<file path="src/rtl/vga_pixel_write_port_pkg.sv">
// Shared VGA constants and frame-buffer write-entry type for the pixel write port.
package vga_pixel_write_port_pkg;

    localparam int unsigned VGA_COLUMNS      = 640;
    localparam int unsigned VGA_ROWS         = 480;
    localparam int unsigned VGA_H_BITS       = 10;
    localparam int unsigned VGA_V_BITS       = 9;
    localparam int unsigned BYTE_BITS        = 8;
    localparam int unsigned VGA_ADDR_BITS    = $clog2(VGA_COLUMNS * VGA_ROWS);
    localparam int unsigned CNT_BITS_DEFAULT = 16;

    // Sized for the full-resolution frame; smaller frames use the low address bits.
    typedef struct packed {
        logic [VGA_ADDR_BITS-1:0] addr;
        logic [BYTE_BITS-1:0]     data;
    } pix_entry_t;

endpackage

</file>
<file path="src/rtl/vga_pixel_write_port_if.sv">
// Frame-buffer RAM write port: request with address/data, stalled by mem_ready.
interface vga_pixel_write_port_if #(
    parameter int unsigned ADDR_BITS = vga_pixel_write_port_pkg::VGA_ADDR_BITS
);
    import vga_pixel_write_port_pkg::*;

    logic                 mem_wr_en;
    logic [ADDR_BITS-1:0] mem_addr;
    logic [BYTE_BITS-1:0] mem_data;
    logic                 mem_ready;

    modport master (
        output mem_wr_en,
        output mem_addr,
        output mem_data,
        input  mem_ready
    );

    modport slave (
        input  mem_wr_en,
        input  mem_addr,
        input  mem_data,
        output mem_ready
    );

endinterface

</file>
<file path="src/rtl/vga_write_fifo.sv">
// Single-clock synchronous FIFO with first-word-fall-through head.
module vga_write_fifo #(
    parameter int unsigned WIDTH = 8,
    parameter int unsigned DEPTH = 4
) (
    input  logic             i_clk,
    input  logic             i_reset,
    input  logic             i_push,
    input  logic [WIDTH-1:0] i_data,
    input  logic             i_pop,
    output logic [WIDTH-1:0] o_data,
    output logic             o_full,
    output logic             o_empty
);
    localparam int unsigned PTR_BITS = $clog2(DEPTH);

    logic [WIDTH-1:0]  r_mem [DEPTH];
    logic [PTR_BITS:0] r_wptr;
    logic [PTR_BITS:0] r_rptr;

    // Extra pointer bit separates full from empty when the slot indices match.
    assign o_empty = (r_wptr == r_rptr);
    assign o_full  = (r_wptr[PTR_BITS] != r_rptr[PTR_BITS]) &&
                     (r_wptr[PTR_BITS-1:0] == r_rptr[PTR_BITS-1:0]);
    assign o_data  = r_mem[r_rptr[PTR_BITS-1:0]];

    always_ff @(posedge i_clk) begin
        if (i_reset) begin
            r_wptr <= '0;
            r_rptr <= '0;
        end else begin
            if (i_push) begin
                r_wptr <= r_wptr + 1'b1;
            end
            if (i_pop && !o_empty) begin
                r_rptr <= r_rptr + 1'b1;
            end
        end
    end

    always_ff @(posedge i_clk) begin
        if (i_push) begin
            r_mem[r_wptr[PTR_BITS-1:0]] <= i_data;
        end
    end

endmodule

</file>
<file path="src/rtl/vga_pixel_write_port.sv">
// Turns the upstream per-pixel write stream into buffered linear frame-buffer writes.
module vga_pixel_write_port
    import vga_pixel_write_port_pkg::*;
#(
    parameter int unsigned COLS       = VGA_COLUMNS,
    parameter int unsigned ROWS       = VGA_ROWS,
    parameter int unsigned FIFO_DEPTH = 4,
    parameter int unsigned ADDR_BITS  = $clog2(COLS * ROWS),
    parameter int unsigned CNT_BITS   = CNT_BITS_DEFAULT
) (
    input  logic                   i_clk,
    input  logic                   i_reset,
    input  logic                   i_clk_en,
    input  logic                   i_wr_en,
    input  logic [VGA_H_BITS-1:0]  i_x,
    input  logic [VGA_V_BITS-1:0]  i_y,
    input  logic [BYTE_BITS-1:0]   i_byte,
    vga_pixel_write_port_if.master mem_if,
    output logic [CNT_BITS-1:0]    o_drop_count,
    output logic [CNT_BITS-1:0]    o_overflow_count
);
    localparam logic [CNT_BITS-1:0] CNT_MAX = {CNT_BITS{1'b1}};

    pix_entry_t            r_pipe;
    logic                  r_pipe_vld;
    logic                  r_key_vld;
    logic [VGA_H_BITS-1:0] r_key_x;
    logic [VGA_V_BITS-1:0] r_key_y;
    logic [BYTE_BITS-1:0]  r_key_byte;
    logic [CNT_BITS-1:0]   r_drop_cnt;
    logic [CNT_BITS-1:0]   r_ovf_cnt;

    logic       w_sample, w_in_range, w_dup, w_drop, w_accept;
    logic       w_full, w_empty, w_push, w_pop, w_overflow;
    logic       w_unused_head;
    pix_entry_t w_new;
    pix_entry_t w_head;

    assign w_sample   = i_clk_en & i_wr_en;
    assign w_in_range = (32'(i_x) < COLS) && (32'(i_y) < ROWS);
    assign w_dup      = r_key_vld && ({i_x, i_y, i_byte} == {r_key_x, r_key_y, r_key_byte});
    assign w_drop     = w_sample & ~w_in_range;
    assign w_accept   = w_sample & w_in_range & ~w_dup;
    assign w_new      = '{addr: VGA_ADDR_BITS'(32'(i_y) * COLS + 32'(i_x)), data: i_byte};

    // A pop frees a slot on the same edge, so a full FIFO can still take the pipe entry.
    assign w_pop      = ~w_empty & mem_if.mem_ready;
    assign w_push     = r_pipe_vld & (~w_full | w_pop);
    assign w_overflow = r_pipe_vld & ~w_push;

    vga_write_fifo #(
        .WIDTH ($bits(pix_entry_t)),
        .DEPTH (FIFO_DEPTH)
    ) u_fifo (
        .i_clk   (i_clk),
        .i_reset (i_reset),
        .i_push  (w_push),
        .i_data  (r_pipe),
        .i_pop   (w_pop),
        .o_data  (w_head),
        .o_full  (w_full),
        .o_empty (w_empty)
    );

    assign mem_if.mem_wr_en = ~w_empty;
    assign mem_if.mem_addr  = w_empty ? '0 : w_head.addr[ADDR_BITS-1:0];
    assign mem_if.mem_data  = w_empty ? '0 : w_head.data;
    assign w_unused_head    = ^w_head.addr;
    assign o_drop_count     = r_drop_cnt;
    assign o_overflow_count = r_ovf_cnt;

    always_ff @(posedge i_clk) begin
        if (i_reset) begin
            r_pipe     <= '0;
            r_pipe_vld <= 1'b0;
            r_key_vld  <= 1'b0;
            r_key_x    <= '0;
            r_key_y    <= '0;
            r_key_byte <= '0;
            r_drop_cnt <= '0;
            r_ovf_cnt  <= '0;
        end else begin
            r_pipe_vld <= w_accept;
            if (w_accept) begin
                r_pipe     <= w_new;
                r_key_vld  <= 1'b1;
                r_key_x    <= i_x;
                r_key_y    <= i_y;
                r_key_byte <= i_byte;
            end else if (w_overflow) begin
                // Lost entry must not suppress a retry of the same pixel.
                r_key_vld <= 1'b0;
            end
            if (w_drop && r_drop_cnt != CNT_MAX) begin
                r_drop_cnt <= r_drop_cnt + 1'b1;
            end
            if (w_overflow && r_ovf_cnt != CNT_MAX) begin
                r_ovf_cnt <= r_ovf_cnt + 1'b1;
            end
        end
    end

endmodule

</file>
<file path="src/flat_wrapper.sv">
// flat-port wrapper written by rule: the top's interface ports become plain ports
module vga_pixel_write_port_flat import vga_pixel_write_port_pkg::*;
#(
    parameter int unsigned COLS       = VGA_COLUMNS,
    parameter int unsigned ROWS       = VGA_ROWS,
    parameter int unsigned FIFO_DEPTH = 4,
    parameter int unsigned ADDR_BITS  = $clog2(COLS * ROWS),
    parameter int unsigned CNT_BITS   = CNT_BITS_DEFAULT
)
  (i_clk, i_reset, i_clk_en, i_wr_en, i_x, i_y, i_byte, o_drop_count, o_overflow_count, mem_if_mem_wr_en, mem_if_mem_addr, mem_if_mem_data, mem_if_mem_ready);
  vga_pixel_write_port_if #(.ADDR_BITS(ADDR_BITS)) mem_if_i ();
  input  logic i_clk;
  input  logic i_reset;
  input  logic i_clk_en;
  input  logic i_wr_en;
  input  logic [VGA_H_BITS-1:0] i_x;
  input  logic [VGA_V_BITS-1:0] i_y;
  input  logic [BYTE_BITS-1:0] i_byte;
  output logic [CNT_BITS-1:0] o_drop_count;
  output logic [CNT_BITS-1:0] o_overflow_count;
  output wire logic [$bits(mem_if_i.mem_wr_en)-1:0] mem_if_mem_wr_en;
  output wire logic [$bits(mem_if_i.mem_addr)-1:0] mem_if_mem_addr;
  output wire logic [$bits(mem_if_i.mem_data)-1:0] mem_if_mem_data;
  input wire logic [$bits(mem_if_i.mem_ready)-1:0] mem_if_mem_ready;
  assign mem_if_mem_wr_en = mem_if_i.mem_wr_en;
  assign mem_if_mem_addr = mem_if_i.mem_addr;
  assign mem_if_mem_data = mem_if_i.mem_data;
  assign mem_if_i.mem_ready = mem_if_mem_ready;
  vga_pixel_write_port #(.COLS(COLS), .ROWS(ROWS), .FIFO_DEPTH(FIFO_DEPTH), .ADDR_BITS(ADDR_BITS), .CNT_BITS(CNT_BITS)) u_core (.i_clk(i_clk), .i_reset(i_reset), .i_clk_en(i_clk_en), .i_wr_en(i_wr_en), .i_x(i_x), .i_y(i_y), .i_byte(i_byte), .mem_if(mem_if_i), .o_drop_count(o_drop_count), .o_overflow_count(o_overflow_count));
endmodule
</file>
<file path="config.mk">
export PLATFORM = sky130hd
export DESIGN_NAME = vga_pixel_write_port_flat
export DESIGN_NICKNAME = d
export VERILOG_FILES = /design/src/rtl/vga_pixel_write_port_pkg.sv /design/src/rtl/vga_pixel_write_port_if.sv /design/src/rtl/vga_write_fifo.sv /design/src/rtl/vga_pixel_write_port.sv /design/src/flat_wrapper.sv
export SDC_FILE = /design/constraint.sdc
export NUM_CORES = 1
export LEC_CHECK = 0
export BUFFER_PORTS_ARGS = -buffer_cell sky130_fd_sc_hd__clkbuf_2
export CAP_MARGIN = 15
export CORE_MARGIN = 2
export CORE_UTILIZATION = 25
export CTS_BUF_LIST = sky130_fd_sc_hd__clkbuf_4 sky130_fd_sc_hd__clkbuf_8
export DETAILED_ROUTE_END_ITERATION = 8
export HOLD_SLACK_MARGIN = 0.03
export REMOVE_ABC_BUFFERS = 1
export SLEW_MARGIN = 20
export SYNTH_ARGS = -nofsm -noshare
export SYNTH_HDL_FRONTEND = slang
export SYNTH_SLANG_ARGS = --single-unit
</file>
<file path="constraint.sdc">
create_clock -name i_clk -period 3.5 [get_ports i_clk]
set_clock_uncertainty 0.1 [all_clocks]
set_input_delay 0.175 -clock i_clk [delete_from_list [all_inputs] [get_ports i_clk]]
set_output_delay 0.175 -clock i_clk [all_outputs]
set_load 0.05 [all_outputs]
</file>
# == Word-level counts from Yosys, hierarchy flattened ==
# Memory sizes are Yosys's and may differ from the RTL's. A register that Yosys moved wholly into a read port is not among the register bits.
# Cells that the tools add are included.
# totals
reg_bits,86
latchBits,0
ram_bits,108
romBits,0
inputBits,32
output_inout_bits,60
elab_cells,54
memories,1
# mem_list
name,depth,width,read_ports,rd_clocked_by_memory_dff,write_ports,line_no,text
u_core.u_fifo.r_mem,4,27,1,1,1,vga_write_fifo.sv:17,logic [WIDTH-1:0] r_mem [DEPTH];
# classes
addsub,5
n_mul,1
div,0
magnitude_cmp,2
n_eq_ne,6
shift,0
n_mux,8
bitwise_logic,13
n_reduce_logical,8
# op_table
op,n
$add A16 B1 Y16 const B,2
$ne A16 B16 Y1 const B,2
$eq A27 B27 Y1,1
$add A19 B10 Y19,1
$mux W19,1
$mul A9 B3 Y12 const B,1
$lt A10 B10 Y1 const B,1
$lt A9 B9 Y1 const B,1
$mux W8,1
$and A1 B1 Y1,7
$add A3 B1 Y3 const B,2
$logic_and A1 B1 Y1,6
$not A1 Y1,5
$mux W1,4
$mux W2,2
$eq A3 B3 Y1,1
$eq A2 B2 Y1,1
$reduce_bool A2 Y1,1
$logic_not A1 Y1,1
$ne A1 B1 Y1,1
$or A1 B1 Y1,1

# == Logic depth before layout (Yosys ltp) ==
# Gate-level depths: netlist of the first run.
# logic_depth
word_depth,9
mapped_depth,9
mapped_depth_nobuf,9

# == By module ==
# A second synthesis of the first run with hierarchy kept.
# hier_totals
cells_unflattened,651
area_unflattened_um2,8438.1
# by_module_without_submodules
module,n_inst,cells_each,area_per_inst_um2,seq_area_each_um2
vga_write_fifo,1,193,4384.2,3403.3
vga_pixel_write_port,1,458,4053.9,1461.4

# == Worst setup path after synthesis of the first run ==
# OpenSTA, ideal clock, no wires.
# synth_timing
path_type,register -> register
from,reg u_core.u_fifo.r_wptr[1]
to,"mem u_core.u_fifo.r_mem[3][0] (netlist name), enable pin"
setup_ns,0.414
arrival_time_ns,2.220
required_time_ns,2.986
setup_slack_ns,0.766
stages_incl_launch_ff,6
path_buffers,1
period_less_slack_ns,2.734
path_cell_list,dfxtp_1 > xor2_1 > nor4_2 > nand2b_1 > clkbuf_1 > nor2_1
# synth_via
elab_chain_cells,7
word_cells_on_any_way,10
classes_between,eq/ne: 2; mux: 2; bitwise: 5; reduce/logical: 1
# synth_rtl
item,line_no,text
from (decl),vga_write_fifo.sv:18,logic [PTR_BITS:0] r_wptr;
from (signal assigned),vga_write_fifo.sv:33,r_wptr <= r_wptr + 1'b1;
$eq A3 B3 Y1 or $eq A2 B2 Y1 (tied branches),"vga_write_fifo.sv:22, vga_write_fifo.sv:24",
$not A1 Y1 or $logic_and A1 B1 Y1 (tied branches),"vga_pixel_write_port.sv:47, vga_write_fifo.sv:23",
$and A1 B1 Y1 or $not A1 Y1 (tied branches),"vga_pixel_write_port.sv:47, vga_pixel_write_port.sv:48",
$or A1 B1 Y1,vga_pixel_write_port.sv:48,assign w_push = r_pipe_vld & (~w_full | w_pop);
$and A1 B1 Y1,vga_pixel_write_port.sv:48,
$mux W1,vga_write_fifo.sv:42,if (i_push) begin
$mux W1 (not written as such),vga_write_fifo.sv:43,r_mem[r_wptr[PTR_BITS-1:0]] <= i_data;
to (decl),vga_write_fifo.sv:17,
# Parallel ways exist; a longest one is shown, timed or not.

# == Worst setup path after layout of the first run ==
# layout_timing
from,in i_y[1]
to,reg u_core.r_pipe[26] (netlist name)
# layout_via
elab_chain_cells,4
word_cells_on_any_way,9
classes_between,add/sub: 1; mul: 1; order compare: 1; eq/ne: 1; bitwise: 3; reduce/logical: 2
# layout_rtl
item,line_no,text
from (decl),flat_wrapper.sv:17,input logic [VGA_V_BITS-1:0] i_y;
"parallel branches: the longest is 4 deep, another holds $add A19 B10 Y19",--,
to (signal assigned),vga_pixel_write_port.sv:85,r_pipe <= w_new;
to (decl),vga_pixel_write_port.sv:24,pix_entry_t r_pipe;
# Parallel ways; which one is timed is not known.
# A chain may end at the register's enable or synchronous reset.

==> results.toml, run 1 <==
[run_status]
status = "finished clean"

[placement]
preCtsSetupSlack_ns = 0.606
place.gp.congestion = 0.767
dp_hpwl_mm = 12.8
place_inst = 1166
io_buffers = 91

[power_and_ir_drop]
peakVddDrop_uv = 237
power_density_nw_per_um2 = 456
power_w = 0.00463
p_leak_nw = 3.50

[worst_hold_path]
hold_class = "primary input to flop"

[synthesis]
synth-seq-cells = 189
synth_area_um2 = 8450
synthFlopType = "edfxtp_1"
syn_inst = 638
synth_edf_count = 108
synthArstFlopShare_pct = 0
synth_cell_types = 59
synth_warnings = 0
ys_seq_area_share_pct = 57.6
avgSynthCellArea_um2 = 13.2

[final_layout]
fill_cells = 3396
drive_above_1_share_pct = 24.3
final_common_cell = "edfxtp_1"
syn_to_final_growth_pct = 20.2
fin_nets = 823
fin_cells = 1228
seqCellArea_um2 = 4870
most-common-layout-cells = "edfxtp_1, clkbuf_2, nor2_1"
multi_input_area_um2 = 3410

[timing]
tns_ns = 0
fin_crit_ns = 3.00
hold_ws_ns = 0.186
hold_viol = 0
post-route-period-util_pct = 85.6
fmaxAchievable_mhz = 334
tightest_slew_ns = 0.994
slew_headroom_pct = 33.7
maxSlewViolCount = 0
fin_ws_ns = 0.504
grt_setup_unrepaired = "no"
setup_viol = 0

[job]
cap_violations = 0

[global_routing]
grt_remaining_overflow = 0
grt_max_degree = 50
grt_pass1_wl_mm = 29.6
grt_pass1_vias = 5325
grt_use_total_pct = 10.9
antenna_found_initial = 3

[drt]
avgViaCountPerCell = 4.29
ant_nets = 0
num_vias = 5266
drt_iter0_drc = 215
first_pass_iters = 6
finalWirelength_mm = 18.7
drc_errors = 0
wl_per_cell_um = 15.3

[clocking]
cts.reportedPaths.clkPinSlew_ns = 0.11
cts_resized = 0
cts_htree_levels = 4
numCtsBuffers = 17
insertion_delay_ns = 0.48
clockRootBuffer = "clkbuf_8"
cts_max_path_buffers = 2
cts_tree = "yes"
cts.sinks = 189

[floorplanning]
num_rows = 67
start_util_pct = 25.3
die_y_um = 188
core_area_um2 = 33400
dieArea_um2 = 35300
chipWidth_um = 188
ioPinCount = 92

[critical_path]
rrSetupSlack_ns = 0.91
required_ns = 3.80
end_kind = "flop"
critPathKind = "primary input to flop"
startpoint_type = "primary input"
max_stage_delay_ns = 0.55
cp_cell_sequence = "dlygate4sd3_1 > clkbuf_2 > ha_1 > ha_1 > fa_1 > a211oi_2 > o21bai_1 > o21a_1 > or2_1 > o311a_1 > nor3_2"
path_common_cell = "ha_1"
cp_data_arrival_time_ns = 3.30
cpMaxStageDelayCell = "dlygate4sd3_1"
crit_fanout = 5
[state kept, by name, indices dropped and copies added, names as in the netlist, named ones only]
register                 count
u_core.r_pipe               20
u_core.r_key_vld             1
u_core.o_overflow_count     16
u_core.o_drop_count         16
u_core.u_fifo.r_wptr         3
u_core.r_key_y               9
u_core.r_pipe_vld            1
u_core.u_fifo.r_mem        108
u_core.r_key_x              10
u_core.u_fifo.r_rptr         3
[per-stage QoR]
step                      utilization [%]  instance area, um^2
after floorplan                         -                 8300
after global placement               28.3                 9450
after detailed placement             28.3                 9450
after CTS                            30.4                10200
after global routing                 30.4                10200
final                                30.4                10200
[layout make-up]
class,instances,area share [%]
flip-flops and latches,189,47.9
multi-input cells,411,33.6
repair buffers,134,8.35
well taps,448,5.52
clock buffers,17,2.30
clock inverters,15,1.86
inverters,12,0.443
diodes,2,0.0492
[metal layers]
layer,track usage (%),share of wire [%],vias up
met5,0,0.059,-
met4,2.09,0.51,2
met3,3.48,5.5,7
met2,17.5,46,107
met1,14.5,48,2577
li1,-,-,2573
[cell families after synthesis]
family                   synth area share [%]
flip-flops                               57.6
AO/OA/AOI/OAI                            4.25
XOR/XNOR                                 7.55
buffers and inverters                    2.32
adder cells (fa/ha/maj)                  4.03
multiplexers                             11.5
AND/OR/NAND/NOR                          12.8
[worst paths after layout]
| path | start | to | depth (start not counted) |
|---|---|---|---|
| worst min-delay path | i_wr_en | u_core.o_drop_count[12] | 5 |
| worst max-delay path | i_y[1] | u_core.r_pipe[26] | 11 |
| worst max register to register | u_core.r_pipe[0] | u_core.r_pipe[26] | 7 |
| worst min register to register | u_core.r_pipe[21] | u_core.u_fifo.r_mem[1][21] | 0 |
[where the power goes]
group          total [W]  leakage, nW  internal, W  switching [W]
combinational   0.000694         1.66     0.000257       0.000436
sequential       0.00242         1.63      0.00238      0.0000362
clock            0.00152        0.209     0.000617       0.000901
[synthesized netlist by cell type, types with 2 or more instances]
| cell type | number | area, um^2 |
|---|---|---|
| or3_1 | 2 | 12.5 |
| buf_2 | 8 | 40.0 |
| mux2i_1 | 36 | 360 |
| o211ai_1 | 2 | 15.0 |
| nand4_1 | 12 | 75.1 |
| o21ba_1 | 2 | 20.0 |
| nor3_2 | 2 | 20.0 |
| and3_1 | 5 | 31.3 |
| mux4_2 | 27 | 608 |
| nor2_1 | 91 | 342 |
| o21ai_0 | 7 | 35.0 |
| a211oi_1 | 6 | 45.0 |
| a211oi_2 | 3 | 37.5 |
| nand3_1 | 15 | 75.1 |
| edfxtp_1 | 108 | 3240 |
| clkbuf_1 | 13 | 48.8 |
| dfxtp_1 | 81 | 1620 |
| xnor2_1 | 55 | 482 |
| nand2_1 | 18 | 67.6 |
| xor2_1 | 16 | 140 |
| nor4_4 | 2 | 42.5 |
| nor3_1 | 9 | 45.0 |
| ha_1 | 24 | 300 |
| inv_1 | 12 | 45.0 |
| and4_1 | 2 | 17.5 |
| o21a_1 | 3 | 22.5 |
| fa_1 | 2 | 40.0 |
| o21ai_1 | 2 | 10.0 |
| nor4_1 | 6 | 37.5 |
| nand2b_1 | 2 | 12.5 |
| nor2b_1 | 29 | 181 |
| clkbuf_8 | 2 | 27.5 |
| a21oi_1 | 8 | 40.0 |
[critical path, delay by kind of cell]
kind,cells,cell delay (ns)
buffers and inverters,2,0.70
and+or+nand+nor,2,0.40
adders and majority gates,3,0.97
AOI/OAI and AO/OA,4,1.05
[what timing repair did]
item | CTS | global route
hold buffers | 28 | 0
setup buffers | 0 | 0
setup endpoints to repair | 0 | 0
endpoints found under the hold margin | 30 | 0
Power figures use the tool's default switching activity.
==> run 2: changes to the inputs <==
Settings changed: CORE_UTILIZATION 25 to 45, TNS_END_PERCENT from default to 10.
==> run 2 against run 1 <==
Net effect:
- first-iteration DRC count rose by 27%
- register-to-register slack got worse by 0.02 ns
- design area shrank 3.1%
- sequential share of layout area grew 1.5 points
- sequential cell count did not move
- routed wire length fell by 5.3%
- clock power fell by 7%
- critical path depth is the same
- largest cell class unchanged
- worst setup slack worse by 0.048 ns
- critical path type unchanged
==> results.toml, run 2 (same netlist as run 1, synthesis figures left out) <==
[floorplanning]
die_y_um = 141
dieArea_um2 = 19900
start_util_pct = 45.5
num_rows = 50
chipWidth_um = 141
core_area_um2 = 18600
ioPinCount = 92

[timing]
fin_crit_ns = 3.04
maxSlewViolCount = 0
slew_headroom_pct = 34.7
hold_ws_ns = 0.148
fmaxAchievable_mhz = 329
grt_setup_unrepaired = "no"
fin_ws_ns = 0.456
post-route-period-util_pct = 87.0
tightest_slew_ns = 0.980
tns_ns = 0
hold_viol = 0
setup_viol = 0

[drt]
first_pass_iters = 4
wl_per_cell_um = 17.6
drc_errors = 0
avgViaCountPerCell = 5.27
ant_nets = 0
finalWirelength_mm = 17.8
drt_iter0_drc = 272
num_vias = 5314

[placement]
dp_hpwl_mm = 11.7
place_inst = 949
place.gp.congestion = 0.835
preCtsSetupSlack_ns = 0.561
io_buffers = 91

[clocking]
cts_htree_levels = 4
clockRootBuffer = "clkbuf_8"
cts.reportedPaths.clkPinSlew_ns = 0.09
cts.sinks = 189
insertion_delay_ns = 0.45
cts_max_path_buffers = 2
numCtsBuffers = 17
cts_tree = "yes"

[power_and_ir_drop]
p_leak_nw = 3.48
peakVddDrop_uv = 248
power_density_nw_per_um2 = 461
power_w = 0.00454

[critical_path]
path_common_cell = "ha_1"
crit_fanout = 5
startpoint_type = "primary input"
end_kind = "flop"
cp_cell_sequence = "dlygate4sd3_1 > clkbuf_2 > ha_1 > ha_1 > fa_1 > a211oi_2 > o21bai_1 > o21a_1 > or2_1 > o311a_1 > nor3_2"
cp_data_arrival_time_ns = 3.33
max_stage_delay_ns = 0.54
critPathKind = "primary input to flop"
cpMaxStageDelayCell = "dlygate4sd3_1"
required_ns = 3.78
crit_family = "compound AO/OA/AOI/OAI gates"
crit_buf_inv = 2

[final_layout]
most-common-layout-cells = "edfxtp_1, clkbuf_2, nor2_1"
antennaDiodeCount = 0
final_common_cell = "edfxtp_1"
largest_register_ffs = 108
drive_above_1_share_pct = 24.0
syn_to_final_growth_pct = 16.5
fin_cells = 1009
fin_nets = 820

[global_routing]
grt_pass1_vias = 5353
grt_remaining_overflow = 0
grt_pass1_wl_mm = 28.1
antenna_found_initial = 0
grt_max_degree = 39
grt_use_total_pct = 18.5

[job]
cap_violations = 0

[run_status]
status = "finished clean"

[worst_hold_path]
hold_class = "primary input to flop"
-- run 2: area by class of cell --
class                   instances  area, um^2
fillers                      1562        8730
inverters                      12        45.0
clock inverters                11         119
repair buffers                131         838
well taps                     234         293
flip-flops and latches        189        4870
clock buffers                  21         270
multi-input cells             411        3410
-- run 2: routing by layer --
| layer | track usage (%) | share of wire [%] | vias to the layer above |
|---|---|---|---|
| li1 | - | - | 2559 |
| met2 | 30.7 | 48 | 124 |
| met5 | 0 | 0 | - |
| met3 | 5.03 | 5.1 | 19 |
| met1 | 24.2 | 46 | 2612 |
| met4 | 5.05 | 1.1 | 0 |
-- run 2: stage by stage --
step / area (um^2) / util (%)
after global placement: 9180 / 49.4
after global routing: 9850 / 53.0
final: 9850 / 53.0
after detailed placement: 9180 / 49.4
after floorplan: 8300 / -
after CTS: 9850 / 53.0
-- run 2: path summary, 6_finish.rpt --
path                                  startpoint                      end  slack (ns)  depth (start not counted)
worst max-delay path                      i_y[1]        u_core.r_pipe[26]        0.46                         11
worst min-delay path                     i_wr_en  u_core.o_drop_count[12]        0.15                          5
worst max register to register  u_core.r_pipe[2]        u_core.r_key_x[9]        0.89                          7
worst min register to register  u_core.r_key_vld         u_core.r_key_vld        0.40                          2
-- run 2: worst register-to-register path, delay by kind of cell, from the launching register on --
kind / cells / cell delay (ns)
xor+xnor: 1 / 0.27
mux: 1 / 0.27
buf+inv: 1 / 0.39
flops: 1 / 0.38
compound gates: 1 / 0.26
simple gates: 3 / 0.81
-- run 2: timing repair --
action | in CTS | in global routing
buffers inserted | 0 | 0
hold endpoints to repair | 29 | 0
gates resized for setup | 0 | 0
hold buffers | 28 | 0
-- run 2: power breakdown --
group          leakage (nW)  internal [W]  total [W]  switching [W]
sequential             1.63       0.00238    0.00241      0.0000324
clock                 0.200      0.000675    0.00142       0.000746
combinational          1.65      0.000262   0.000702       0.000440
total                  3.48       0.00332    0.00454        0.00122
